[src/rtl/ram_access_arbiter.sv]
// Two-requester round-robin arbiter that expands atomic read/write transactions
// into the SPI RAM two-word command sequence and returns read data to the owner.
module ram_access_arbiter #(
  parameter int unsigned ADDR_WIDTH = 8,
  parameter int unsigned DATA_WIDTH = 8,
  parameter int unsigned TIMEOUT    = 16
) (
  input  logic                      clk_i,
  input  logic                      rst_i,
  input  logic [1:0]                req_valid_i,
  output logic [1:0]                req_ready_o,
  input  logic [1:0]                req_wr_i,
  input  logic [2*ADDR_WIDTH-1:0]   req_addr_i,
  input  logic [2*DATA_WIDTH-1:0]   req_wdata_i,
  output logic [1:0]                rsp_valid_o,
  output logic [DATA_WIDTH-1:0]     rsp_rdata_o,
  output logic                      rsp_err_o,
  output logic [DATA_WIDTH+1:0]     ram_din_o,
  output logic                      ram_rx_valid_o,
  input  logic [DATA_WIDTH-1:0]     ram_dout_i,
  input  logic                      ram_tx_valid_i
);

  localparam int unsigned AW = ADDR_WIDTH;
  localparam int unsigned DW = DATA_WIDTH;
  localparam int unsigned CW = 8;
  localparam logic [CW-1:0] TMO_LAST = CW'(TIMEOUT - 1);

  localparam logic [1:0] OP_WR_ADDR = 2'b00;
  localparam logic [1:0] OP_WR_DATA = 2'b01;
  localparam logic [1:0] OP_RD_ADDR = 2'b10;
  localparam logic [1:0] OP_RD_DATA = 2'b11;

  typedef enum logic [2:0] {IDLE, CMD_ADDR, CMD_DATA, WAIT_RD, RESP} state_e;

  typedef struct packed {
    logic          wr;
    logic [AW-1:0] addr;
    logic [DW-1:0] wdata;
  } txn_t;

  state_e        state_q, state_d;
  txn_t          txn_q, txn_d;
  logic          owner_q, owner_d;
  logic          last_q, last_d;
  logic [CW-1:0] cnt_q, cnt_d;
  logic [DW+1:0] ram_din_q, ram_din_d;
  logic          ram_rx_valid_q, ram_rx_valid_d;
  logic [1:0]    rsp_valid_q, rsp_valid_d;
  logic [DW-1:0] rsp_rdata_q, rsp_rdata_d;
  logic          rsp_err_q, rsp_err_d;

  logic [1:0]    grant_c;
  logic          gnt_idx_c;
  txn_t          req_txn_c;
  logic [1:0]    owner_oh_c;

  // Round-robin pick: on contention the requester not served last wins.
  always_comb begin
    grant_c = req_valid_i;
    if (req_valid_i == 2'b11) begin
      grant_c = last_q ? 2'b01 : 2'b10;
    end
    gnt_idx_c       = grant_c[1];
    req_txn_c.wr    = gnt_idx_c ? req_wr_i[1] : req_wr_i[0];
    req_txn_c.addr  = gnt_idx_c ? req_addr_i[2*AW-1:AW] : req_addr_i[AW-1:0];
    req_txn_c.wdata = gnt_idx_c ? req_wdata_i[2*DW-1:DW] : req_wdata_i[DW-1:0];
    owner_oh_c      = owner_q ? 2'b10 : 2'b01;
  end

  // Outputs are registered from the state being entered, so each appears in its own state's cycle.
  always_comb begin
    state_d        = state_q;
    txn_d          = txn_q;
    owner_d        = owner_q;
    last_d         = last_q;
    cnt_d          = cnt_q;
    ram_din_d      = '0;
    ram_rx_valid_d = 1'b0;
    rsp_valid_d    = 2'b00;
    rsp_rdata_d    = rsp_rdata_q;
    rsp_err_d      = rsp_err_q;
    req_ready_o    = 2'b00;

    unique case (state_q)
      IDLE: begin
        if (!rst_i) begin
          req_ready_o = grant_c;
        end
        if (req_valid_i != 2'b00) begin
          txn_d          = req_txn_c;
          owner_d        = gnt_idx_c;
          ram_rx_valid_d = 1'b1;
          ram_din_d      = {req_txn_c.wr ? OP_WR_ADDR : OP_RD_ADDR, DW'(req_txn_c.addr)};
          state_d        = CMD_ADDR;
        end
      end
      CMD_ADDR: begin
        ram_rx_valid_d = 1'b1;
        ram_din_d      = txn_q.wr ? {OP_WR_DATA, txn_q.wdata} : {OP_RD_DATA, {DW{1'b0}}};
        state_d        = CMD_DATA;
      end
      CMD_DATA: begin
        if (txn_q.wr) begin
          rsp_valid_d = owner_oh_c;
          rsp_rdata_d = '0;
          rsp_err_d   = 1'b0;
          state_d     = RESP;
        end else begin
          cnt_d   = '0;
          state_d = WAIT_RD;
        end
      end
      WAIT_RD: begin
        if (ram_tx_valid_i) begin
          rsp_valid_d = owner_oh_c;
          rsp_rdata_d = ram_dout_i;
          rsp_err_d   = 1'b0;
          state_d     = RESP;
        end else if (cnt_q == TMO_LAST) begin
          rsp_valid_d = owner_oh_c;
          rsp_rdata_d = '0;
          rsp_err_d   = 1'b1;
          state_d     = RESP;
        end else begin
          cnt_d = cnt_q + CW'(1);
        end
      end
      RESP: begin
        last_d  = owner_q;
        state_d = IDLE;
      end
      default: state_d = IDLE;
    endcase
  end

  // Reset favours requester 0 by marking requester 1 as last served.
  always_ff @(posedge clk_i) begin
    if (rst_i) begin
      state_q        <= IDLE;
      txn_q          <= '0;
      owner_q        <= 1'b0;
      last_q         <= 1'b1;
      cnt_q          <= '0;
      ram_din_q      <= '0;
      ram_rx_valid_q <= 1'b0;
      rsp_valid_q    <= 2'b00;
      rsp_rdata_q    <= '0;
      rsp_err_q      <= 1'b0;
    end else begin
      state_q        <= state_d;
      txn_q          <= txn_d;
      owner_q        <= owner_d;
      last_q         <= last_d;
      cnt_q          <= cnt_d;
      ram_din_q      <= ram_din_d;
      ram_rx_valid_q <= ram_rx_valid_d;
      rsp_valid_q    <= rsp_valid_d;
      rsp_rdata_q    <= rsp_rdata_d;
      rsp_err_q      <= rsp_err_d;
    end
  end

  assign ram_din_o      = ram_din_q;
  assign ram_rx_valid_o = ram_rx_valid_q;
  assign rsp_valid_o    = rsp_valid_q;
  assign rsp_rdata_o    = rsp_rdata_q;
  assign rsp_err_o      = rsp_err_q;

endmodule

[config.mk]
export PLATFORM = sky130hd
export DESIGN_NAME = ram_access_arbiter
export DESIGN_NICKNAME = d
export VERILOG_FILES = /design/src/rtl/ram_access_arbiter.sv
export SDC_FILE = /design/constraint.sdc
export NUM_CORES = 1
export LEC_CHECK = 0
export CORE_UTILIZATION = 44
export CTS_BUF_LIST = sky130_fd_sc_hd__clkbuf_16
export CTS_CLUSTER_SIZE = 20
export DETAILED_ROUTE_END_ITERATION = 12
export PLACE_DENSITY_LB_ADDON = 0.08
export SYNTH_ARGS = -nofsm -noshare
export SYNTH_HDL_FRONTEND = slang
export SYNTH_SLANG_ARGS = --single-unit
[constraint.sdc]
create_clock -name clk_i -period 2.2 [get_ports clk_i]
set_input_delay 0.66 -clock clk_i [delete_from_list [all_inputs] [get_ports clk_i]]
set_output_delay 0.66 -clock clk_i [all_outputs]
set_load 0.02 [all_outputs]
======== Yosys cells after proc, flatten, opt, wreduce, memory -nomap -nowiden ========
Index checks and enable logic that the tools add are counted.
cells by class
  add/subtract/negate cells ............... 1
  eq/ne operators ......................... 12
  muxes and demuxes ....................... 35
  reductions and logical operators ........ 7
operator list
  kind                   count
  $mux W8                8
  $pmux W8 S2            2
  $mux W10               2
  $pmux W10 S2           1
  $mux W2                9
  $mux W3                4
  $pmux W3 S4            1
  $ne A2 B2 Y1 const B   5
  $add A8 B1 Y8 const B  1
  $eq A8 B4 Y1 const B   1
  $eq A3 B2 Y1 const B   2
  $mux W1                5
  $pmux W1 S2            2
  $pmux W2 S2            1
  $reduce_and A2 Y1      2
  $reduce_and A4 Y1      1
  $reduce_bool A2 Y1     2
  $eq A3 B1 Y1 const B   1
  $eq A3 B3 Y1 const B   1
  $logic_not A3 Y1       1
  $ne A3 B3 Y1 const B   1
  $reduce_and A3 Y1      1
  $eq A2 B2 Y1 const B   1
storage, ports and cells
  register bits after elaboration ......... 44
  input port bits ......................... 47
  output and inout bits ................... 24
  logic and storage cells ................. 66

======== Logic depth before layout (Yosys ltp) ========
Gate-level depths: netlist of run 1.
  depth after elaboration ................. 6
  depth in mapped cells ................... 5
  mapped depth without buffers ............ 5

======== Least setup slack after synthesis of run 1 ========
Ideal clock, no wire load.
  path kind ............................... input to output
  start point ............................. in req_valid_i[1]
  end point ............................... out req_ready_o[0]
  arrival ................................. 1.724 ns
  data required time ...................... 1.540 ns
  path slack .............................. -0.184 ns
  stages on the path ...................... 3
  buffers on the path ..................... 1
  path through ............................ a21boi_0 buf_2 nor4b_1
on the way
  longest elaborated chain between the ends .. 4
ends and longest elaborated chain
  element       line  RTL
  from (decl)   10    input logic [1:0] req_valid_i,
  $eq A2 B2 Y1  61    if (req_valid_i == 2'b11) begin
  $mux W2       61
  $mux W2       87    if (!rst_i) begin
  $mux W2       85    unique case (state_q)
  to (decl)     11    output logic [1:0] req_ready_o,
No other way between the ends.

======== Final worst setup path of run 1 ========
  start point ............................. in req_valid_i[0]
  end point ............................... out req_ready_o[0]
on the way
  longest elaborated chain between the ends .. 4
ends and longest elaborated chain
  element       line
  $eq A2 B2 Y1  61
  $mux W2 *     61
  $mux W2 *     87
  $mux W2 *     85
Mark *: on every way between the ends. The rest lies on a longest branch, timed or not.

==> impl_metrics.py, run 1 <==
metrics = {
    "floorplanning": {
        "coreArea_mm2": 0.00412,
        "io_pins": 71,
        "num_rows": 23,
        "die_w_um": 68.3,
        "dieHeight_um": 68.3,
        "start_util_pct": 46.9,
        "die_area_mm2": 0.00466,
    },
    "final_layout": {
        "layout.nets": 330,
        "post-route-util_pct": 70.3,
        "antenna_cells": 0,
        "final_area_mm2": 0.00289,
        "fin_cells": 333,
        "drive_gt1_share_pct": 14.8,
        "fillers": 327,
        "syn2layout_area_growth_pct": 49.7,
    },
    "global_routing": {
        "grt_max_degree": 28,
        "gr-total-overflow": 0,
        "grt_pass1_wl_mm": 6.82,
        "antenna_found_initial": 0,
        "grt_pass1_vias": 1539,
        "grt_usage_pct": 19.8,
    },
    "logic_synthesis": {
        "yosysUniqueCellTypes": 44,
        "postSynthCellCount": 202,
        "syn-num-nets": 250,
        "ys.flop_type": "dfxtp_1",
        "synth_seq_cells": 44,
        "yosys_warnings": 0,
        "synth_top_cell_by_area": "dfxtp_1",
        "ys_seq_area_share_pct": 45.6,
        "syn_avg_cell_area_um2": 9.56,
        "ys_async_sr_fraction_pct": 0,
        "synth_top_cell_area_share_pct": 45.6,
        "synth-edff-count": 0,
        "synthTopCellsByArea": "dfxtp_1 (46%), nor2_1 (5.6%), mux2i_1 (5.2%), mux2_2 (4.7%), a22o_1 (3.6%)",
        "netlist_area_mm2": 0.00193,
    },
    "power_and_ir_drop": {
        "power_density_mw_per_mm2": 769,
        "ir_worst_vdd_uv": 461,
        "p_leak_uw": 0.00112,
    },
    "cts": {
        "htreeDepth": 2,
        "cts.clk_slew.worst_paths_ns": 0.06,
        "cts_hold_buf": 0,
        "cts_resized": 14,
        "cts_buffer_depth": 2,
        "cts_buffers": 5,
        "cts-root-buf": "clkbuf_16",
        "post_cts_buffers": 0,
        "tritoncts": "yes",
        "cts_sinks": 44,
        "clk_latency_ns": 0.28,
    },
    "detailed_routing": {
        "wirelength_mm": 4.56,
        "first_iter_violations": 84,
        "ant_nets": 0,
        "avgRoutedWirePerCell_um": 13.7,
        "drcViolationCount": 0,
        "vias": 1785,
        "drtPass1Iterations": 4,
        "via_per_inst": 5.36,
    },
    "setup_path": {
        "critPathMaxFanout": 4,
        "r2r-start": "state_q[0]",
        "crit_arrival_ns": 1.49,
        "endpoint_kind": "output port",
        "worstPathCellList": "dlygate4sd2_1, a21boi_4, nor4b_2, buf_2",
        "critPathRequiredTime_ns": 1.54,
        "reg2reg_depth": 7,
        "crit_slowest_cell": "dlygate4sd2_1",
        "reg2reg_to": "cnt_q[3]",
        "rrSetupSlack_ns": 0.51,
        "max_stage_delay_ns": 0.30,
        "cp-start-kind": "primary input",
        "crit_type": "primary input to output port",
    },
    "timing": {
        "slew_viol_final": 0,
        "setup_violations": 0,
        "fin_crit_sh_pct": 97.6,
        "rsz0062_at_grt": "no",
        "fmax_ghz": 0.466,
        "fin_crit_ns": 2.15,
        "skew_ns": 0.00330,
        "hold_viol": 0,
        "max_slew_margin_pct": 75.3,
        "tightest_slew_ns": 0.365,
    },
    "placed_design": {
        "io_buffers": 70,
        "gp_congestion": 0.816,
        "placed_area_mm2": 0.00276,
        "dpl.hpwl_mm": 3.37,
        "dp.cells": 325,
    },
    "worst_hold_path": {
        "hp-class": "flop to flop",
        "holdPathEnd": "rsp_rdata_o[6]",
        "whs_path_depth": 1,
        "hp-start": "rsp_rdata_o[6]",
    },
    "status": {
        "status": "finished, final reports clean",
    },
    "run": {
        "max_cap_violations": 0,
    },
}
cells by family after synthesis:
| group | Yosys count | share of synthesized area (%) |
|---|---|---|
| flip-flops | 44 | 45.6 |
| AND/OR/NAND/NOR | 65 | 17.9 |
| adder cells (fa/ha/maj) | 1 | 0.648 |
| multiplexers | 18 | 9.84 |
| buffers and inverters | 14 | 3.43 |
| AO/OA/AOI/OAI | 60 | 22.5 |
how the worst max path moves through the flow:
stage	from	cells after the start	slack [ns]	to
after detailed placement	req_valid_i[0]	4	-0.61	req_ready_o[0]
after global routing	req_valid_i[1]	4	0.003	req_ready_o[0]
after global placement	req_valid_i[0]	4	-0.58	req_ready_o[0]
after CTS	req_valid_i[1]	4	0.04	req_ready_o[0]
after floorplan	req_valid_i[1]	3	0.09	req_ready_o[0]
final	req_valid_i[0]	4	0.05	req_ready_o[0]
through the flow:
step	setup TNS [ns]	total power, uW	hold WS [ns]	worst slack, ns
6_report	0	2220	0.474	0.0518
5_1_grt	0	2340	0.487	0.00320
4_1_cts	0	2240	0.479	0.0405
3_5_place_dp	-3.16	1550	0.462	-0.608
3_3_place_gp	-2.77	1540	0.457	-0.578
2_1_floorplan	0	1300	0.438	0.0912
metal layers:
layer | part of all wire (%) | global-route usage, % | wire length (um) | vias to the layer above
li1 | - | - | - | 908
met1 | 47 | 25.9 | 2150 | 804
met2 | 44 | 30.9 | 2020 | 66
met3 | 7.1 | 4.83 | 323 | 7
met4 | 1.6 | 8.07 | 72 | 0
met5 | 0 | 0 | 0 | -
cell type report:
type | instances | area (um^2) | share of cell area [%]
Tap cell | 50 | 62.6 | 2.16
Inverter | 3 | 11.3 | 0.389
Clock buffer | 5 | 125 | 4.33
Timing Repair Buffer | 84 | 795 | 27.5
Clock inverter | 3 | 15.0 | 0.519
Multi-Input combinational cell | 144 | 1000 | 34.7
Sequential cell | 44 | 881 | 30.5
where the power goes:
part / switching (uW) / leakage (uW) / internal [uW]
registers: 41.1 / 0.000359 / 882
clock network: 278 / 0.0000687 / 412
logic: 304 / 0.000696 / 305
total: 623 / 0.00112 / 1600
sequential cells by signal, indices dropped and copies added, names as in the netlist, 2 cells and up:
| register | cells |
|---|---|
| rsp_rdata_o | 8 |
| ram_din_o | 10 |
| cnt_q | 8 |
| rsp_valid_o | 2 |
| state_q | 3 |
| txn_q | 9 |
cells in the mapped netlist, types with 3 or more instances:
cell / n
nand3_1: 3
mux2_2: 8
nor2_1: 29
dfxtp_1: 44
a21oi_1: 9
nor2b_1: 4
a22oi_1: 9
a211oi_1: 9
nand2_1: 10
nor4b_1: 3
and3_1: 4
a22o_1: 8
mux2i_1: 10
clkbuf_1: 4
inv_1: 3
nor3_1: 3
o21ai_0: 10
buf_2: 4
a31oi_1: 3
cells in the final DEF, fill, tap and decap left out, types with 2 or more instances in the layout:
cell             netlist  final
a211oi_1               9      9
a21oi_1                9      9
a22o_1                 8      8
a22oi_1                9      9
a31oi_1                3      3
and3_1                 4      4
buf_4                  0     15
clkbuf_16              0      5
clkdlybuf4s50_1        0     65
dfxtp_1               44     44
dlygate4sd2_1          0      3
inv_1                  3      4
mux2_2                 8      8
mux2i_1               10     10
nand2_1               10     10
nand3_1                3      3
nor2_1                29     29
nor2b_1                4      4
nor3_1                 3      3
nor4b_1                3      2
o21ai_0               10     10
critical path, delay by kind of cell:
| family | cells | cell delay [ns] |
|---|---|---|
| buffers and inverters | 2 | 0.50 |
| AO/OA/AOI/OAI | 1 | 0.09 |
| AND/OR/NAND/NOR | 1 | 0.24 |
No activity file was read; power rests on OpenSTA's default activity.
==> run 2, diff against run 1 <==
- CTS_CLUSTER_DIAMETER: not set -> 80
==> results of run 2 <==
No change in the layout: final DEF, timing and power equal those of run 1.
